File: config.mk
export PLATFORM = sky130hd
export DESIGN_NAME = sdram_port_arbiter
export DESIGN_NICKNAME = d
export VERILOG_FILES = /design/src/rtl/sdram_port_arbiter.sv
export SDC_FILE = /design/constraint.sdc
export NUM_CORES = 1
export LEC_CHECK = 0
export BUFFER_PORTS_ARGS = -buffer_cell sky130_fd_sc_hd__buf_2
export CAP_MARGIN = 20
export CORE_UTILIZATION = 32
export DETAILED_ROUTE_END_ITERATION = 6
export PLACE_DENSITY = 0.82
export SYNTH_ARGS = -nofsm -noshare
export SYNTH_HDL_FRONTEND = slang
export SYNTH_SLANG_ARGS = --single-unit
File: constraint.sdc
create_clock -name clk -period 2.6 [get_ports clk]
set_clock_uncertainty 0.1 [all_clocks]
set_input_delay 0 -clock clk [delete_from_list [all_inputs] [get_ports clk]]
set_output_delay 0 -clock clk [all_outputs]
set_load 0.005 [all_outputs]
File: src/rtl/sdram_port_arbiter.sv
// sdram_port_arbiter: round-robin share of one SDRAM command port between two masters, with read-return tag FIFO
`timescale 1ns/1ps
module sdram_port_arbiter #(
  parameter int ADDR_W = 22,
  parameter int DATA_W = 16,
  parameter int BE_W   = 2,
  parameter int MAX_RD = 8
) (
  input  logic              clk,
  input  logic              reset,
  input  logic              p0_rd_n,
  input  logic              p0_wr_n,
  input  logic [ADDR_W-1:0] p0_addr,
  input  logic [DATA_W-1:0] p0_data,
  input  logic [BE_W-1:0]   p0_be_n,
  output logic              p0_wait_req,
  output logic              p0_valid,
  input  logic              p1_rd_n,
  input  logic              p1_wr_n,
  input  logic [ADDR_W-1:0] p1_addr,
  input  logic [DATA_W-1:0] p1_data,
  input  logic [BE_W-1:0]   p1_be_n,
  output logic              p1_wait_req,
  output logic              p1_valid,
  output logic [DATA_W-1:0] p_rdata,
  output logic [ADDR_W-1:0] az_addr,
  output logic [DATA_W-1:0] az_data,
  output logic [BE_W-1:0]   az_be_n,
  output logic              az_rd_n,
  output logic              az_wr_n,
  input  logic [DATA_W-1:0] za_data,
  input  logic              za_valid,
  input  logic              za_waitrequest,
  output logic              o_error
);
  localparam int PW = $clog2(MAX_RD);
  localparam logic [PW:0] FULL = (PW+1)'(MAX_RD);
  typedef enum logic {ARB, GRANT} state_t;
  state_t state_q, state_d;
  logic owner_q, owner_d, last_q, last_d, err_q, err_d;
  logic [MAX_RD-1:0] fifo_q, fifo_d;
  logic [PW-1:0] rd_ptr_q, rd_ptr_d, wr_ptr_q, wr_ptr_d;
  logic [PW:0] cnt_q, cnt_d;
  logic rd0, rd1, elig0, elig1, room, grant, o_rd, o_wr, accept, push, pop, head;
  assign rd0 = ~p0_rd_n;
  assign rd1 = ~p1_rd_n;
  assign room = cnt_q < FULL;
  assign elig0 = (rd0 & room) | (~p0_wr_n & ~rd0);
  assign elig1 = (rd1 & room) | (~p1_wr_n & ~rd1);
  assign grant = state_q == GRANT;
  // a port driving both strobes low is issued as a read only
  assign o_rd = owner_q ? rd1 : rd0;
  assign o_wr = owner_q ? (~p1_wr_n & p1_rd_n) : (~p0_wr_n & p0_rd_n);
  assign accept = grant & (o_rd | o_wr) & ~za_waitrequest;
  assign push = accept & o_rd;
  assign pop = za_valid & (cnt_q != '0);
  assign head = fifo_q[rd_ptr_q];
  assign az_rd_n = ~(grant & o_rd);
  assign az_wr_n = ~(grant & o_wr);
  assign az_addr = grant ? (owner_q ? p1_addr : p0_addr) : '0;
  assign az_data = grant ? (owner_q ? p1_data : p0_data) : '0;
  assign az_be_n = grant ? (owner_q ? p1_be_n : p0_be_n) : '0;
  assign p0_wait_req = ~(grant & ~owner_q & ~za_waitrequest);
  assign p1_wait_req = ~(grant & owner_q & ~za_waitrequest);
  assign p0_valid = pop & ~head;
  assign p1_valid = pop & head;
  assign p_rdata = za_data;
  assign o_error = err_q;
  always_comb begin
    state_d = state_q;
    owner_d = owner_q;
    last_d = last_q;
    fifo_d = fifo_q;
    wr_ptr_d = push ? wr_ptr_q + PW'(1) : wr_ptr_q;
    rd_ptr_d = pop ? rd_ptr_q + PW'(1) : rd_ptr_q;
    cnt_d = cnt_q + (PW+1)'(push) - (PW+1)'(pop);
    err_d = err_q | (rd0 & ~p0_wr_n) | (rd1 & ~p1_wr_n) | (za_valid & (cnt_q == '0));
    if (push) fifo_d[wr_ptr_q] = owner_q;
    if (state_q == ARB) begin
      state_d = (elig0 | elig1) ? GRANT : ARB;
      owner_d = (elig0 & elig1) ? ~last_q : (elig1 | (~elig0 & owner_q));
    end else if (accept) begin
      state_d = ARB;
      last_d = owner_q;
    end else if (~(o_rd | o_wr)) begin
      state_d = ARB;
    end
  end
  always_ff @(posedge clk) begin
    if (reset) begin
      state_q <= ARB;
      owner_q <= 1'b0;
      last_q <= 1'b1;
      fifo_q <= '0;
      rd_ptr_q <= '0;
      wr_ptr_q <= '0;
      cnt_q <= '0;
      err_q <= 1'b0;
    end else begin
      state_q <= state_d;
      owner_q <= owner_d;
      last_q <= last_d;
      fifo_q <= fifo_d;
      rd_ptr_q <= rd_ptr_d;
      wr_ptr_q <= wr_ptr_d;
      cnt_q <= cnt_d;
      err_q <= err_d;
    end
  end
endmodule

* Word level (Yosys, flattened, before mapping)
Cells that the tools add are included. Widths: inputs -> output; s select.
Word-level totals: bits of input ports 104, bits in latches 0, ROM bits 0, bits in registers 22, memories kept 0, word-level logic and storage cells 80, bits in writable memories 0
Operators by class: eq/ne operators 0, bitwise operators 42, multiply operators 0, divide/modulo/power cells 0, reductions and logical operators 4, magnitude comparators 4, add/subtract/negate cells 4, multiplexer cells 18, shifts and indexed selects 0
Operators with widths (number):
- $mux 22 | 2
- $mux 16 | 2
- $and 1x1->1 | 21
- $not 1->1 | 13
- $mux 1 | 9
- $bwmux 8 | 1
- $lt 3x4->1 const B | 2
- $or 1x1->1 | 8
- $add 3x1->3 const B | 2
- $add 4x1->4 | 1
- $logic_not 4->1 | 1
- $lt 4x4->1 const B | 1
- $mux 2 | 2
- $reduce_bool 4->1 | 1
- $sub 4x1->4 | 1
- $bmux 1 s3 | 1
- $demux 1 s3 | 1
- $ge 3x1->1 const B | 1
- $reduce_and 2->1 | 1
- $logic_and 1x1->1 | 1

* Depth between registers and ports, before layout
Gate-level depths: netlist of the first run.
depth after elaboration 9, depth in mapped cells 12, depth with buffers taken out 12

* Worst setup path after synthesis of the first run
No wires, ideal clock.
path kind register to register, start reg cnt_q[2], end reg cnt_q[3], required time 2.379 ns, period minus slack after synthesis 2.424 ns, arrival 2.203 ns, cell stages (with the launch flop) 12, path slack 0.176 ns, buffers on the path 0, path through dfxtp_1 inv_1 ha_1 or3b_2 nand2_1 inv_1 ha_1 inv_1 ha_1 a21o_1 a21oi_1 mux2_2
On the way: longest elaborated chain between the ends 3
RTL lines:
- start, declared | line 43 | logic [PW:0] cnt_q, cnt_d;
- start signal, assigned | line 106 | cnt_q <= cnt_d;
- $reduce_bool 4->1 | line 56 | assign pop = za_valid & (cnt_q != '0);
- $and 1x1->1 | line 56
- via pop | line 44 | logic rd0, rd1, elig0, elig1, room, grant, o_rd, o_wr, accept, push, pop, head;
- $sub 4x1->4 | line 76 | cnt_d = cnt_q + (PW+1)'(push) - (PW+1)'(pop);
The timed path passes the listed nets, and every way through them passes these cells. A chain may end at the register's enable or synchronous reset.

* Final worst setup path of the first run
start reg cnt_q[3], end reg cnt_q[3]
The elaborated chain is that of the path after synthesis.

==> out/results.txt, run 1 <==
The run finished with clean final reports. Counting the buffers created by CTS gives 3. The worst setup path is launched from a register.

The proportion of power drawn by the clock network is 15.8%, and the area of the die is 6600 sq um. Across the run, the number of max-cap violations was 0. CTS placed an instance of clkbuf_8 at the clock tree root.

The worst setup path is of the register to register kind. The number of nets handed over by synthesis was 359. The global-route usage over all layers came out at 14.7%.

The tools report the final number of max-transition violations as 0. Number of antenna violations at the first check in global routing: 0. The design draws 1.51 mW.

The tools report the via count of the first global-routing pass as 1,911. Sequential cells burn 28.8% of the power. After routing, the total negative slack on setup checks comes to 0 ps.

Among all stages on the critical path, the largest delay is contributed by or3b_4. The clock transition time at the flip-flop clock pins of the worst setup and hold paths was 80 ps. After synthesis, the share of flip-flops with an asynchronous set or reset is 0%. The pin count of the biggest net entering global routing was 51.

The internal cell power was 949 uW; the timing-limited maximum frequency was 408 MHz. The tools report the sum of routed wire length over all layers as 5350 um. In the synthesized netlist, the number of instances is 247.

In this run the tightest slew margin relative to its limit is 51.5%. In this run, synthesis inferred 0 flip-flops with an integrated enable. Input and output buffers added on the ports amount to 134. The number of levels the H-tree was split into came out at 1. The tools report the endpoint class of the critical path as a register.

The core area was 5990 sq um. The class of the tightest hold or removal check was input pin to register. The area growth from synthesis to layout came out at 42.5%. Timing analysis after detailed placement gives a worst setup slack of 16.7 ps. Setup violations remaining at the end of the flow were counted as 0. Counting distinct cell types in the post-synthesis netlist gives 36. For this run, design rule violations remaining after detail routing come to 0. In the final layout, the multi-input gates occupy 1350 sq um. The number of nets in the layout was 489; the total length of routed met3 wires was 258 um.

Once layout is done, the placed cells without fillers occupy 2870 sq um. During synthesis, Yosys emitted a total of 0 warnings. Highest layer used for signal routing: met4. Data on the critical path is required at its endpoint by 2650 ps. The net load switching power was 562 uW. The post-synthesis cell type with the largest combined area was mux2i_1. For the finished layout, the period the worst path requires is 2450 ps. Placed cell area: 2620 sq um. The worst-case IR drop observed on VDD is 0.000355 V. The mean instance size in the synthesized netlist works out to 8.14 sq um. Setup slack closes at 150 ps.

The initial utilization of the core area, before any placement, comes to 33.6%. Dividing total power by cell area gives a power density of 528 nW/um^2. For the total count of hold-check failures in the final report, the log shows 0. Yosys attributes the largest share of cell area to mux2i_1, dfxtp_1, nor2_1. TritonCTS built the clock tree.

The post-route core utilization was 47.8%. Setup repair after global routing left no endpoint under its margin. The horizontal die dimension was 81.3 um. The startpoint identified for the worst hold timing path is reset.

The first global-routing pass estimated 7910 um of wire. At the end of routability-driven placement, the weighted congestion stood at 0.801. The floorplan step set the die height to 81.3 um. Of the total power, the share spent switching nets is 37.2%. In this run the remaining antenna-violating nets after routing total 0. Summed over all cells, the static leakage comes to 1.43 nW. The sum of met2 wire segment lengths after detailed routing was 2880 um. Counting every sink on the clock net gives 22. Area taken by flip-flops and latches: 442 sq um.

The critical path goes through inv_1 > ha_1 > or3b_4 > nand2_2 > inv_1 > ha_1 > inv_1 > ha_1 > a21o_1 > a21oi_2 > mux2_2. The commonest non-fill, non-tap cell in the layout was buf_2. In the synthesized netlist the dominant register cell turns out to be dfxtp_1. For this run the aggregate overflow at the end of global routing stands at 0.

The detailed router finished its first iteration with 32 violations. In this run the deepest clock path goes through 2 buffers. The routed layout has 2,176 vias.

At the pin with the least slew margin, the transition time is 728 ps. Summed over all nets, the half-perimeter wirelength after detailed placement is 4180 um. STA puts the critical path data arrival time at 2500 ps. In the routed layout, each cell is associated on average with a via count of 4.82. Summed over its instances, the top area cell type makes up 25.4% of the synthesized netlist area. The final critical path takes up 94.2% of the cycle. The first detailed-routing pass took 4 iterations. Row generation in the floorplan step produced 28 rows. 167 I/O pins were placed.

Leaving out fill and tap cells, the most frequent cells in the layout are buf_2, nor2_1, mux2i_1. Launching instance or port of the critical path: cnt_q[3]$_SDFF_PP0_. The share of post-route cells with drive strength above 1 works out to 41.5%. The run gives 2180 um as the met1 layer wirelength in the final routing.

Of the synthesized area, sequential elements account for 21.9%. The synthesized design contains 22 register bits. Combinational logic burns 55.4% of the power. For this run, the slowest stage of the critical path takes 400 ps. The worst-skew pair later-pin latency was 260 ps; the diode insertion count for antenna repair was 0.

Dividing the detail-routed wire length by the instance count gives 11.9 um. Number of fillers in the final layout: 572. Worst flop-to-flop path startpoint: cnt_q[3]$_SDFF_PP0_. The largest fanout on the critical path came out at 3.

The synthesized area was 2010 sq um.
state kept, by name, summed over array words and instances (netlist names):
register	flops
grant	1
cnt_q	4
wr_ptr_q	3
last_q	1
fifo_q	8
o_error	1
owner_q	1
rd_ptr_q	3
metrics by stage:
stage / hold slack [ps] / instances
2_1_floorplan: -19.2 / 247
3_3_place_gp: -100 / 429
3_5_place_dp: -100 / 429
4_1_cts: 52.5 / 451
5_1_grt: 105 / 451
6_report: 59.6 / 451
worst max-delay path, delay by kind of cell, from the launching register on:
family,cells,cell delay [ps]
DFF,1,330
adders and majority gates,3,580
muxes,1,340
and+or+nand+nor,2,490
AOI/OAI and AO/OA,2,330
buffers and inverters,3,170
logic make-up (layout without fill, tap and decap cells):
kind of cell,count (synthesis),in the layout,synth area share (%)
DFF,22,22,21.9
and+or+nand+nor,96,96,23.0
buffers and inverters,43,172,11.6
AOI/OAI and AO/OA,17,17,5.41
muxes,60,60,32.3
adders and majority gates,8,8,5.35
xor gates and xnor gates,1,1,0.436
layer usage:
layer | GRT usage (%) | up-vias
met3 | 1.35 | 4
li1 | - | 1089
met5 | 0 | -
met2 | 28.5 | 85
met1 | 17.3 | 998
met4 | 2.68 | 0
worst paths after layout:
check / to / slack (ps) / cells past startpoint
worst min register to register: o_error$_SDFF_PP0_ / 370 / 2
worst max register to register: cnt_q[3]$_SDFF_PP0_ / 150 / 11
worst min-delay path: cnt_q[1]$_SDFF_PP0_ / 60 / 2
worst max-delay path: cnt_q[3]$_SDFF_PP0_ / 150 / 11
repair_timing:
| item | CTS | global route |
|---|---|---|
| hold buffers | 18 | 0 |
| hold endpoints to repair | 19 | 0 |
| pin swaps | 0 | 0 |
| endpoints found under the setup margin | 1 | 2 |
| buffers inserted | 0 | 0 |
| gates resized for setup | 1 | 2 |
power groups by stage:
stage | Combinational (mW) | Clock, mW | Sequential, mW
after floorplan | 0.561 | 0 | 0.428
after CTS | 0.828 | 0.255 | 0.435
after global placement | 0.757 | 0 | 0.438
final | 0.837 | 0.239 | 0.436
after global routing | 0.941 | 0.264 | 0.445
after detailed placement | 0.795 | 0 | 0.443
layout make-up:
| cell class | instances | share of cell area (%) |
|---|---|---|
| tap | 75 | 3.28 |
| multi-input combinational | 182 | 46.9 |
| sequential | 22 | 15.4 |
| timing repair buffer | 157 | 31.0 |
| inverter | 11 | 1.44 |
| clock buffer | 4 | 1.92 |
Yosys cell counts (all sizes together), types with 2 or more instances:
master	count
a21oi	6
buf	22
clkbuf	10
dfxtp	22
ha	7
inv	11
mux2	6
mux2i	52
mux4	2
nand2	6
nand2b	10
nand3	5
nand4	7
nor2	52
nor2b	9
o2111ai	2
o21ai	3
or3	2
Power figures use the tool's default switching activity.
==> run 2, diff against run 1 <==
BUFFER_PORTS_ARGS = -buffer_cell sky130_fd_sc_hd__buf_4   (was -buffer_cell sky130_fd_sc_hd__buf_2)
CELL_PAD_IN_SITES_DETAIL_PLACEMENT = 0   (was not set)
CELL_PAD_IN_SITES_GLOBAL_PLACEMENT = 1   (was not set)
CORE_UTILIZATION = 23   (was 32)
PLACE_DENSITY = 0.87   (was 0.82)
==> run 2 against run 1 <==
Effect of this change: sequential share of layout area is 1.8 points lower; highest routed layer unchanged; fmax rose by 0.18%; critical endpoint unchanged; total power rose by 6.2%; critical path type unchanged.
==> out/results.txt, run 2 (synthesis results as in run 1) <==
The run gives 2,170 as the vias after detailed routing. For the number of antenna violations at the first check in global routing, the log shows 0. The floorplan step defined a die boundary enclosing 9120 sq um. Setup total negative slack on the finished layout was measured at 0 ps. The count of TritonRoute iterations in the first routing pass was 4; the aggregate global routing overflow was 0. The number of core rows came out at 33.

The timing-limited maximum frequency is 409 MHz, and the global-route wire length before repair is 8850 um. Deepest clock path buffer count: 2. The final number of max-transition violations was 0.

In the final layout, the registers with the most flip-flops are fifo_q: 8 flops, cnt_q: 4 flops. The master of the slowest instance on the critical path was or3b_4. Setup repair after global routing left no endpoint under its margin. The tools report the number of design-rule violations left by the first detailed-router iteration as 72. The total count of hold-check failures in the final report is 0, and the flip-flop count of the largest register after layout is 8. For this run, design rule violations remaining after detail routing come to 0.

The run gives 4920 um as the HPWL reported at the end of detailed placement. The tools report the static leakage as 1.53 nW. Type of the setup path with the least slack: register to register. From synthesis to final layout, the design area changed by 61.5%.

The clock transition time at the flip-flop clock pins of the worst setup and hold paths works out to 80 ps. Entering global routing, the biggest net connects 51 pins. After detailed routing, the average wire length per cell comes to 12.9 um. Dividing total power by cell area gives a power density of 494 nW/um^2. Dividing the detail-routed via count by the number of cells gives 4.50. The smallest clock period supported by the final layout is computed as 2450 ps. Counting the fill cells in the layout gives 865. Critical path's largest stage delay: 400 ps. For this design, the sink count on the clock tree is 22. The run gives 260 ps as the worst-skew pair later-pin latency. The endpoint class of the critical path was a register. The share of post-route cells with drive strength above 1 was 40.8%; the floorplan die height was 95.5 um. The diode insertion count for antenna repair came out at 0. Class of the tightest hold or removal check: input pin to register. The library cell used most frequently in the layout, excluding fill and tap cells, is buf_4. The count of maximum capacitance violations came out at 0. The residual antenna-violating net count after detailed routing is 0, and the number of levels the H-tree was split into is 1.

The data required time of the critical path is 2650 ps. The post-CTS setup repair buffer count is 0, and the core area is 8340 sq um. In this run the clock root is driven by a clkbuf_8. Traced cell by cell, the critical path runs through inv_1 > ha_1 > or3b_4 > nand2_2 > inv_1 > ha_1 > inv_1 > ha_1 > a21o_1 > a21oi_1 > mux2_2. The data arrival time at the worst-slack endpoint is 2500 ps, and the sum of routed wire length over all layers is 6200 um.

During I/O placement, the number of pins put on the boundary was 167. The floorplan step set the die width to 95.5 um. Total power: 1.60 mW. The register with the highest flop count is fifo_q. In the layout the commonest cells are buf_4, nor2_1, mux2i_1.

For the final-report setup violation count, the log shows 0. STA classifies the critical path startpoint as a register. The flow ran to the end, and the final reports show no timing, DRC or antenna violations. TritonCTS built the clock tree.

The largest fanout on the critical path works out to 3. VDD sags by at most 0.000241 V. Port buffering added 134 buffers. In this run the tightest slew margin relative to its limit is 50.3%. Dividing the final minimum period by the clock period gives 94.1%.

The effective utilization at floorplan is 24.1%, and the routability-driven placement congestion ratio is 0.726. At the pin with the least slew margin, the transition time is 746 ps. Together, buffers and inverters on the worst path number 3. The run gives 3 as the number of buffers inserted during clock tree synthesis. The logs give 12.0% for the global-route usage over all layers and 490 for the number of nets in the layout.

The kind of cell with the highest combined delay along the critical path is adder cells. The tools report the via count of the first global-routing pass as 1,945.
[run 2: where the power goes]
| part | switching [mW] | total (mW) | internal, mW | leakage, nW |
|---|---|---|---|---|
| Combinational | 0.417 | 0.925 | 0.508 | 1.32 |
| Sequential | 0.0489 | 0.436 | 0.387 | 0.180 |
| Clock | 0.109 | 0.244 | 0.135 | 0.0288 |
| Total | 0.575 | 1.60 | 1.03 | 1.53 |
[run 2: worst reg2reg max path, stage by stage (launching register included)]
cell and delay [ps]:
dfxtp_1 330, inv_1 60, ha_1 150, or3b_4 400
nand2_2 110, inv_1 50, ha_1 220, inv_1 60
ha_1 210, a21o_1 170, a21oi_1 140, mux2_2 340
[run 2: routing by layer]
metal / vias to the layer above / share of wire, % / GRT usage [%]
met2: 81 / 54 / 21.3
met3: 2 / 4.0 / 1.12
met5: - / 0 / 0
met1: 997 / 41 / 15.7
li1: 1090 / - / -
met4: 0 / 0.44 / 2.61
[run 2: final cells by class]
class	instances	area, sq um	area share [%]
clock buffer	4	55.1	1.70
inverter	11	41.3	1.27
multi-input combinational	182	1340	41.3
sequential	22	442	13.6
tap	105	131	4.05
timing repair buffer	158	1240	38.1
[run 2: final timing paths]
| kind | slack (ps) | start | endpoint | cells past startpoint |
|---|---|---|---|---|
| worst min register to register | 370 | fifo_q[7]$_SDFFE_PP0P_ | fifo_q[7]$_SDFFE_PP0P_ | 2 |
| worst max register to register | 150 | cnt_q[3]$_SDFF_PP0_ | cnt_q[3]$_SDFF_PP0_ | 11 |
| worst min-delay path | 50 | p1_wr_n | owner_q$_SDFFE_PP0N_ | 4 |
| worst max-delay path | 150 | cnt_q[3]$_SDFF_PP0_ | cnt_q[3]$_SDFF_PP0_ | 11 |
[run 2: stage by stage]
step	util, %	worst slack, ps	cells	hold slack, ps	cell area (sq um)
after floorplan	-	176	247	-19.2	2010
after global placement	35.8	90.2	458	-100	2990
after detailed placement	35.8	31.2	458	-100	2990
after CTS	38.9	14.4	482	39.8	3240
after global routing	38.9	1.52	482	69.2	3250
final	38.9	154	482	48.5	3250
[run 2: repair_timing]
action,4_1_cts,5_1_grt
hold buffers,20,0
endpoints found under the setup margin,0,3
hold endpoints to repair,24,0
resized for setup,0,2
